===== src/rtl/activation_requant.sv =====
// activation_requant: captures a packed accumulator vector, then ReLU, rounds,
// shifts and saturates one row per cycle, and publishes the activations with argmax and clip stats.
// Ports:
//   clk, rst_overall (sync, active-high), in_valid/in_data (accumulator vector in),
//   out/out_valid (packed activations), busy, max_idx/max_val (argmax), sat_count, overrun.
module activation_requant #(
  parameter int layer_no  = 0,
  parameter int rows      = 30,
  parameter int columns   = 64,
  parameter int datawidth = 11,
  parameter int shift     = 5,
  parameter int relu_en   = 1,
  localparam int IN_W = 2*datawidth + $clog2(columns),
  localparam int RIW  = $clog2(rows),
  localparam int SCW  = $clog2(rows+1)
) (
  input  logic                          clk,
  input  logic                          rst_overall,
  input  logic                          in_valid,
  input  logic [rows*IN_W-1:0]          in_data,
  output logic [rows*datawidth-1:0]     out,
  output logic                          out_valid,
  output logic                          busy,
  output logic [RIW-1:0]                max_idx,
  output logic signed [datawidth-1:0]   max_val,
  output logic [SCW-1:0]                sat_count,
  output logic                          overrun
);

  if (shift < 0 || shift >= IN_W || rows < 2 || layer_no < 0)
  begin : g_bad_param
    $error("activation_requant: parameter out of range");
  end

  localparam int SH1 = (shift > 0) ? shift - 1 : 0;
  localparam int MAXI = 2**(datawidth-1) - 1;

  // Half-LSB of the shifted result; zero when no shift is applied.
  localparam logic signed [IN_W:0] RND =
    (shift > 0) ? ((IN_W+1)'(1) <<< SH1) : '0;
  localparam logic signed [IN_W:0] MAXV = (IN_W+1)'(MAXI);
  localparam logic signed [IN_W:0] MINV = ~MAXV;

  typedef enum logic [1:0] {
    IDLE,
    RUN,
    DONE
  } state_t;

  state_t state;
  state_t state_nx;

  logic signed [IN_W-1:0]      buffer [rows];
  logic signed [datawidth-1:0] wout   [rows];
  logic [RIW-1:0]              row_idx;
  logic [RIW-1:0]              widx;
  logic signed [datawidth-1:0] wmax;
  logic [SCW-1:0]              wsat;

  logic                        last;
  logic signed [IN_W-1:0]      x_raw;
  logic signed [IN_W:0]        x_ext;
  logic signed [IN_W:0]        x_rnd;
  logic signed [IN_W:0]        t;
  logic                        clip_hi;
  logic                        clip_lo;
  logic signed [datawidth-1:0] y;
  logic                        better;

  assign last = (row_idx == RIW'(rows-1));

  always_ff @(posedge clk) begin
    if (rst_overall) begin
      state <= IDLE;
    end else begin
      state <= state_nx;
    end
  end

  always_comb begin
    state_nx = state;
    unique case (state)
      IDLE:    if (in_valid) state_nx = RUN;
      RUN:     if (last) state_nx = DONE;
      DONE:    state_nx = IDLE;
      default: state_nx = IDLE;
    endcase
  end

  always_comb begin
    busy = (state != IDLE);
  end

  // One extra bit keeps rounding of the largest positive input from wrapping.
  always_comb begin
    x_raw = buffer[row_idx];
    x_ext = {x_raw[IN_W-1], x_raw};
    if (relu_en != 0 && x_raw[IN_W-1]) x_ext = '0;
    x_rnd = x_ext + RND;
    t = x_rnd >>> shift;
    clip_hi = (t > MAXV);
    clip_lo = (t < MINV);
    if (clip_hi) y = MAXV[datawidth-1:0];
    else if (clip_lo) y = MINV[datawidth-1:0];
    else y = t[datawidth-1:0];
    // Strictly greater, so ties keep the lowest row.
    better = (row_idx == '0) || (y > wmax);
  end

  always_ff @(posedge clk) begin
    if (rst_overall) begin
      for (int k = 0; k < rows; k++) begin
        buffer[k] <= '0;
        wout[k]   <= '0;
      end
      row_idx   <= '0;
      widx      <= '0;
      wmax      <= '0;
      wsat      <= '0;
      out       <= '0;
      out_valid <= 1'b0;
      max_idx   <= '0;
      max_val   <= '0;
      sat_count <= '0;
      overrun   <= 1'b0;
    end else begin
      out_valid <= 1'b0;
      if (in_valid && state != IDLE) overrun <= 1'b1;
      unique case (state)
        IDLE: begin
          if (in_valid) begin
            for (int k = 0; k < rows; k++) begin
              buffer[k] <= in_data[(rows-k-1)*IN_W +: IN_W];
            end
            row_idx <= '0;
            widx    <= '0;
            wmax    <= '0;
            wsat    <= '0;
          end
        end
        RUN: begin
          wout[row_idx] <= y;
          if (clip_hi || clip_lo) wsat <= wsat + 1'b1;
          if (better) begin
            wmax <= y;
            widx <= row_idx;
          end
          if (!last) row_idx <= row_idx + 1'b1;
        end
        DONE: begin
          for (int k = 0; k < rows; k++) begin
            out[(rows-k-1)*datawidth +: datawidth] <= wout[k];
          end
          max_idx   <= widx;
          max_val   <= wmax;
          sat_count <= wsat;
          out_valid <= 1'b1;
        end
        default: ;
      endcase
    end
  end

endmodule


===== config.mk =====
export PLATFORM = sky130hd
export DESIGN_NAME = activation_requant
export DESIGN_NICKNAME = d
export VERILOG_FILES = /design/src/rtl/activation_requant.sv
export SDC_FILE = /design/constraint.sdc
export NUM_CORES = 2
export LEC_CHECK = 0
export BUFFER_PORTS_ARGS = -buffer_cell sky130_fd_sc_hd__buf_2
export CAP_MARGIN = 10
export CELL_PAD_IN_SITES_DETAIL_PLACEMENT = 0
export CELL_PAD_IN_SITES_GLOBAL_PLACEMENT = 1
export CORE_AREA = 5 5 468 470
export CTS_CLUSTER_DIAMETER = 150
export CTS_CLUSTER_SIZE = 24
export DETAILED_ROUTE_END_ITERATION = 12
export DIE_AREA = 0 0 473 475
export PLACE_DENSITY = 0.53
export RECOVER_POWER = 25
export SYNTH_ARGS = -nofsm -noshare
export SYNTH_HDL_FRONTEND = slang
export SYNTH_SLANG_ARGS = --single-unit

===== constraint.sdc =====
create_clock -name clk -period 37.2 [get_ports clk]
set_clock_uncertainty 0.1 [all_clocks]
set_input_delay 1.86 -clock clk [delete_from_list [all_inputs] [get_ports clk]]
set_output_delay 1.86 -clock clk [all_outputs]
set_load 0.02 [all_outputs]

* Word level (Yosys, flattened, before mapping) *
Memories as Yosys holds them, arrays and structs flattened. A register that Yosys moved wholly into a read port is not among the register bits.
Index checks and enable logic that the tools add are counted.

storage, ports and cells
  register bits after elaboration = 51
  bits in writable memories = 1170
  output and inout bits = 354
  memories kept = 2

memories
  name    words  width  rd ports  clocked after memory_dff  wr ports  RTL line  RTL
  buffer  30     28     1         1                         30        53        logic signed [IN_W-1:0] buffer [rows];
  wout    30     11     30        30                        30        54        logic signed [datawidth-1:0] wout [rows];

cells by class
  add/sub/neg operators = 3
  order comparisons = 3
  eq/ne operators = 8
  mux-type cells = 61
  bitwise gates (word level) = 30
  reductions and logical operators = 12

operators with widths
  cell                   number
  $mux 28                30
  $mux 11                5
  $mux 5                 7
  $or 1x1->1             30
  $pmux 5 s2             3
  $add 27x5->28 const B  1
  $mux 27                1
  $lt 24x11->1 const B   1
  $gt 23x10->1 const B   1
  $pmux 11 s2            1
  $gt 11x11->1           1
  $mux 1                 11
  $reduce_or 11->1       1
  $add 5x1->5 const B    2
  $ne 2x2->1 const B     5
  $reduce_and 3->1       3
  $eq 5x5->1 const B     1
  $logic_not 5->1        1
  $mux 2                 2
  $pmux 2 s2             1
  $reduce_bool 2->1      2
  $eq 2x1->1 const B     1
  $eq 2x2->1 const B     1
  $logic_not 2->1        1
  other kinds (3)        4

* Longest topological paths before layout *
  depth in word-level cells = 9
  mapped depth = 34

* Worst setup path before layout *
Ideal clock, no wire load.

  kind = input to register
  start point = input port rst_overall
  end point = register with a tool-made name
  data arrival time = 16776 ps
  required time = 36335 ps
  path slack = 19559 ps
  cell stages on the path = 5
  cells stage by stage = clkbuf_1 -> clkbuf_1 -> a21oi_1 -> inv_1 -> nor2_1

RTL lines
  what         RTL line  RTL
  from (decl)  18        input logic rst_overall,

==> impl_metrics.ini <==
[logic_synthesis]
synth_most_common_cell = edfxtp_1
syn_area_per_cell_um2 = 12.7
synthAdderAreaFrac_pct = 0.362
ys_ff_latch = 1436
post-synth-top-area-cell = edfxtp_1
ys_types = 81
synth.mux.area_fraction_pct = 7.74
synth_top_family_by_area = simple AND/OR/NAND/NOR gates
netlist_area_um2 = 58700
synthArstFlopShare_pct = 0
synth_ff_type = edfxtp_1
syn_inst = 4641
seq_area_frac_synth_pct = 66.8
yosys_warnings = 0
synth_commonest_cells = edfxtp_1 (1050), nand2_1 (770), and2_1 (441)
synth.top_cell.area_share_pct = 53.7
synth_edf_count = 1050
synth_simple_gate_area_share_pct = 16.5
synth_compound_area_share_pct = 5.22
synth_area_leaders = edfxtp_1 (54%), dfxtp_1 (13%), nand2_1 (4.9%)
synth-xor-area-share_pct = 0.209

[layout]
fin_cells = 8443
fin_nets = 6386
fillers = 22100
syn_to_final_growth_pct = 16.6
regArea_um2 = 39300
multi_input_area_um2 = 17800
layout-drive-gt1-share_pct = 20.5

[worst_hold_path]
hold_path_depth = 2
hold_path.class = reg2reg

[clock_network]
cts_tree = done
clock_path_buffers = 3
root_buffer = clkbuf_16
cts_setup_buffers = 0
cts.sinks = 1436
cts-buffers-inserted = 71
clk_pin_slew_ns = 0.11
insertion_delay_ns = 0.73
ctsResizeCount = 0
hold_buffers = 0
htree_levels = 3

[run_status]
outcome = complete, but fails checks
violations = max-capacitance violations, max-slew violations

[critical_path]
path_max_fanout = 130
cp_common_cell = buf_4
critical_path_class = in2reg
path_delay_family = buffers and inverters
cpPeakStageDelay_ns = 4.86
crit_cells = 6
crit_path_start_kind = input port
arrival_ns = 11.93
endpoint_kind = register
worstPathRequired_ns = 37.48
worst-path-buf-inv = 5
path_cells = clkbuf_1 > a21oi_1 > clkinvlp_2 > buf_4 > buf_4 > buf_4
rr_worst_depth = 6
cpMaxStageDelayCell = clkinvlp_2

[die]
start_util_pct = 27.5
die-area_um2 = 225000
io_pins = 1197
core_um2 = 214000
num_rows = 170
die_h_um = 475
dieWidth_um = 473

[power]
total_power_mw = 3.02
ir_drop_mv = 0.0296
power_density_nw_per_um2 = 44.0
p_leak_nw = 25.0

[timing]
hold_viol_final = 0
max_freq_mhz = 85.8
finalCriticalPeriod_ns = 11.65
relSlewSlack_pct = -332
worst_pin_slew_ns = 6.48
rsz0062_at_grt = false
setup_ws_ns = 25.55
setup_tns_ns = 0
slew_violations = 512
fin_crit_sh_pct = 31.3
final-setup-viol-count = 0

[job]
max_cap_viol_count = 7

[global_route]
grt_max_degree = 230
grt_pass1_vias = 38800
grt_pass1_wl_mm = 319
globalRouteOverflowTotal = 0
track_usage_pct = 20.4
antenna_found_initial = 151

[placement]
preCtsSetupSlack_ns = 28.03
hpwl_mm = 173
io_buffers = 1076
dp.cells = 8291
globalplace.congestion = 0.841

[route]
drtPass1Iterations = 7
drc = 0
drtIter0Drc = 3160
routed_wl_mm = 237
drtAntennaViolNets = 0
via_per_inst = 4.66
wl_per_cell_um = 28.1
via_count = 39300
-- sequential cells by signal, summed over array words and instances (netlist names), named ones only --
signal and cells:
buffer 720, out 330, wout 330, max_val 11, wmax 11, max_idx 5, row_idx 5, sat_count 5
widx 5, wsat 5, state 2, out_valid 1, overrun 1
-- kinds of logic after synthesis --
family                     count (synthesis)
AOI/OAI and AO/OA                        531
xor gates and xnor gates                  14
adders and majority gates                 17
buffers and inverters                    377
DFF                                     1436
muxes                                    276
other                                      1
and+or+nand+nor                         1989
-- tightest hold or removal path, stage by stage, from the launching register on --
cell     delay (ns)
dfxtp_1        0.32
nand2_1        0.05
a21oi_1        0.05
-- power breakdown --
group	switching [mW]	internal (mW)	leakage [nW]
sequential	0.0262	1.80	14.2
combinational	0.165	0.0948	9.80
clock	0.546	0.383	1.02
-- area by class of cell --
class | count | share of cell area (%)
diodes | 36 | 0.131
clock buffers | 108 | 2.92
clock inverters | 8 | 0.205
inverters | 32 | 0.177
multi-input cells | 2858 | 26.0
flip-flops and latches | 1436 | 57.3
well taps | 2838 | 5.18
repair buffers | 1127 | 8.04
-- cell usage in the layout (no fill, tap or decap), drive strengths merged, types with 6 or more instances in the layout --
cell,n
nand3,19
and2,441
a22oi,31
nor2,347
xnor2,8
a31oi,6
diode,36
conb,31
xor2,6
mux2,30
o211ai,6
buf,851
o22ai,16
nand4,7
nor2b,301
a21oi,376
nand2b,47
o21a,12
o21ai,23
ha,17
inv,34
nand2,770
edfxtp,1050
mux4,137
dfxtp,386
o2bb2ai,10
clkbuf,384
nor3,12
mux2i,109
and3,7
or2,7
-- metrics by stage --
stage / utilization (%) / hold slack [ns] / area, um2
4_1_cts: 32.2 / 0.358 / 68800
6_report: 32.0 / 0.358 / 68500
3_5_place_dp: 31.2 / 0.344 / 66700
3_3_place_gp: 31.2 / 0.343 / 66700
2_1_floorplan: - / 0.332 / 58900
5_1_grt: 32.0 / 0.378 / 68500
-- worst paths after layout --
path         slack [ns]                   from                           to
min                0.36   out[33]$_SDFFE_PP0P_         out[33]$_SDFFE_PP0P_
max               25.55            rst_overall  buffer[3][16]$_SDFFCE_PN0P_
max reg2reg       27.43  state[0]$_SDFFE_PP0P_  buffer[3][16]$_SDFFCE_PN0P_
min reg2reg        0.36   out[33]$_SDFFE_PP0P_         out[33]$_SDFFE_PP0P_
-- routing by layer --
metal	vias to the layer above	GRT usage, %	part of all wire, %
li1	17900	-	-
met1	19600	26.7	43
met2	1391	34.8	48
met3	371	4.32	6.4
met4	74	4.32	2.6
met5	-	0	0.20
Note: power is estimated with default switching activity, not from simulation.
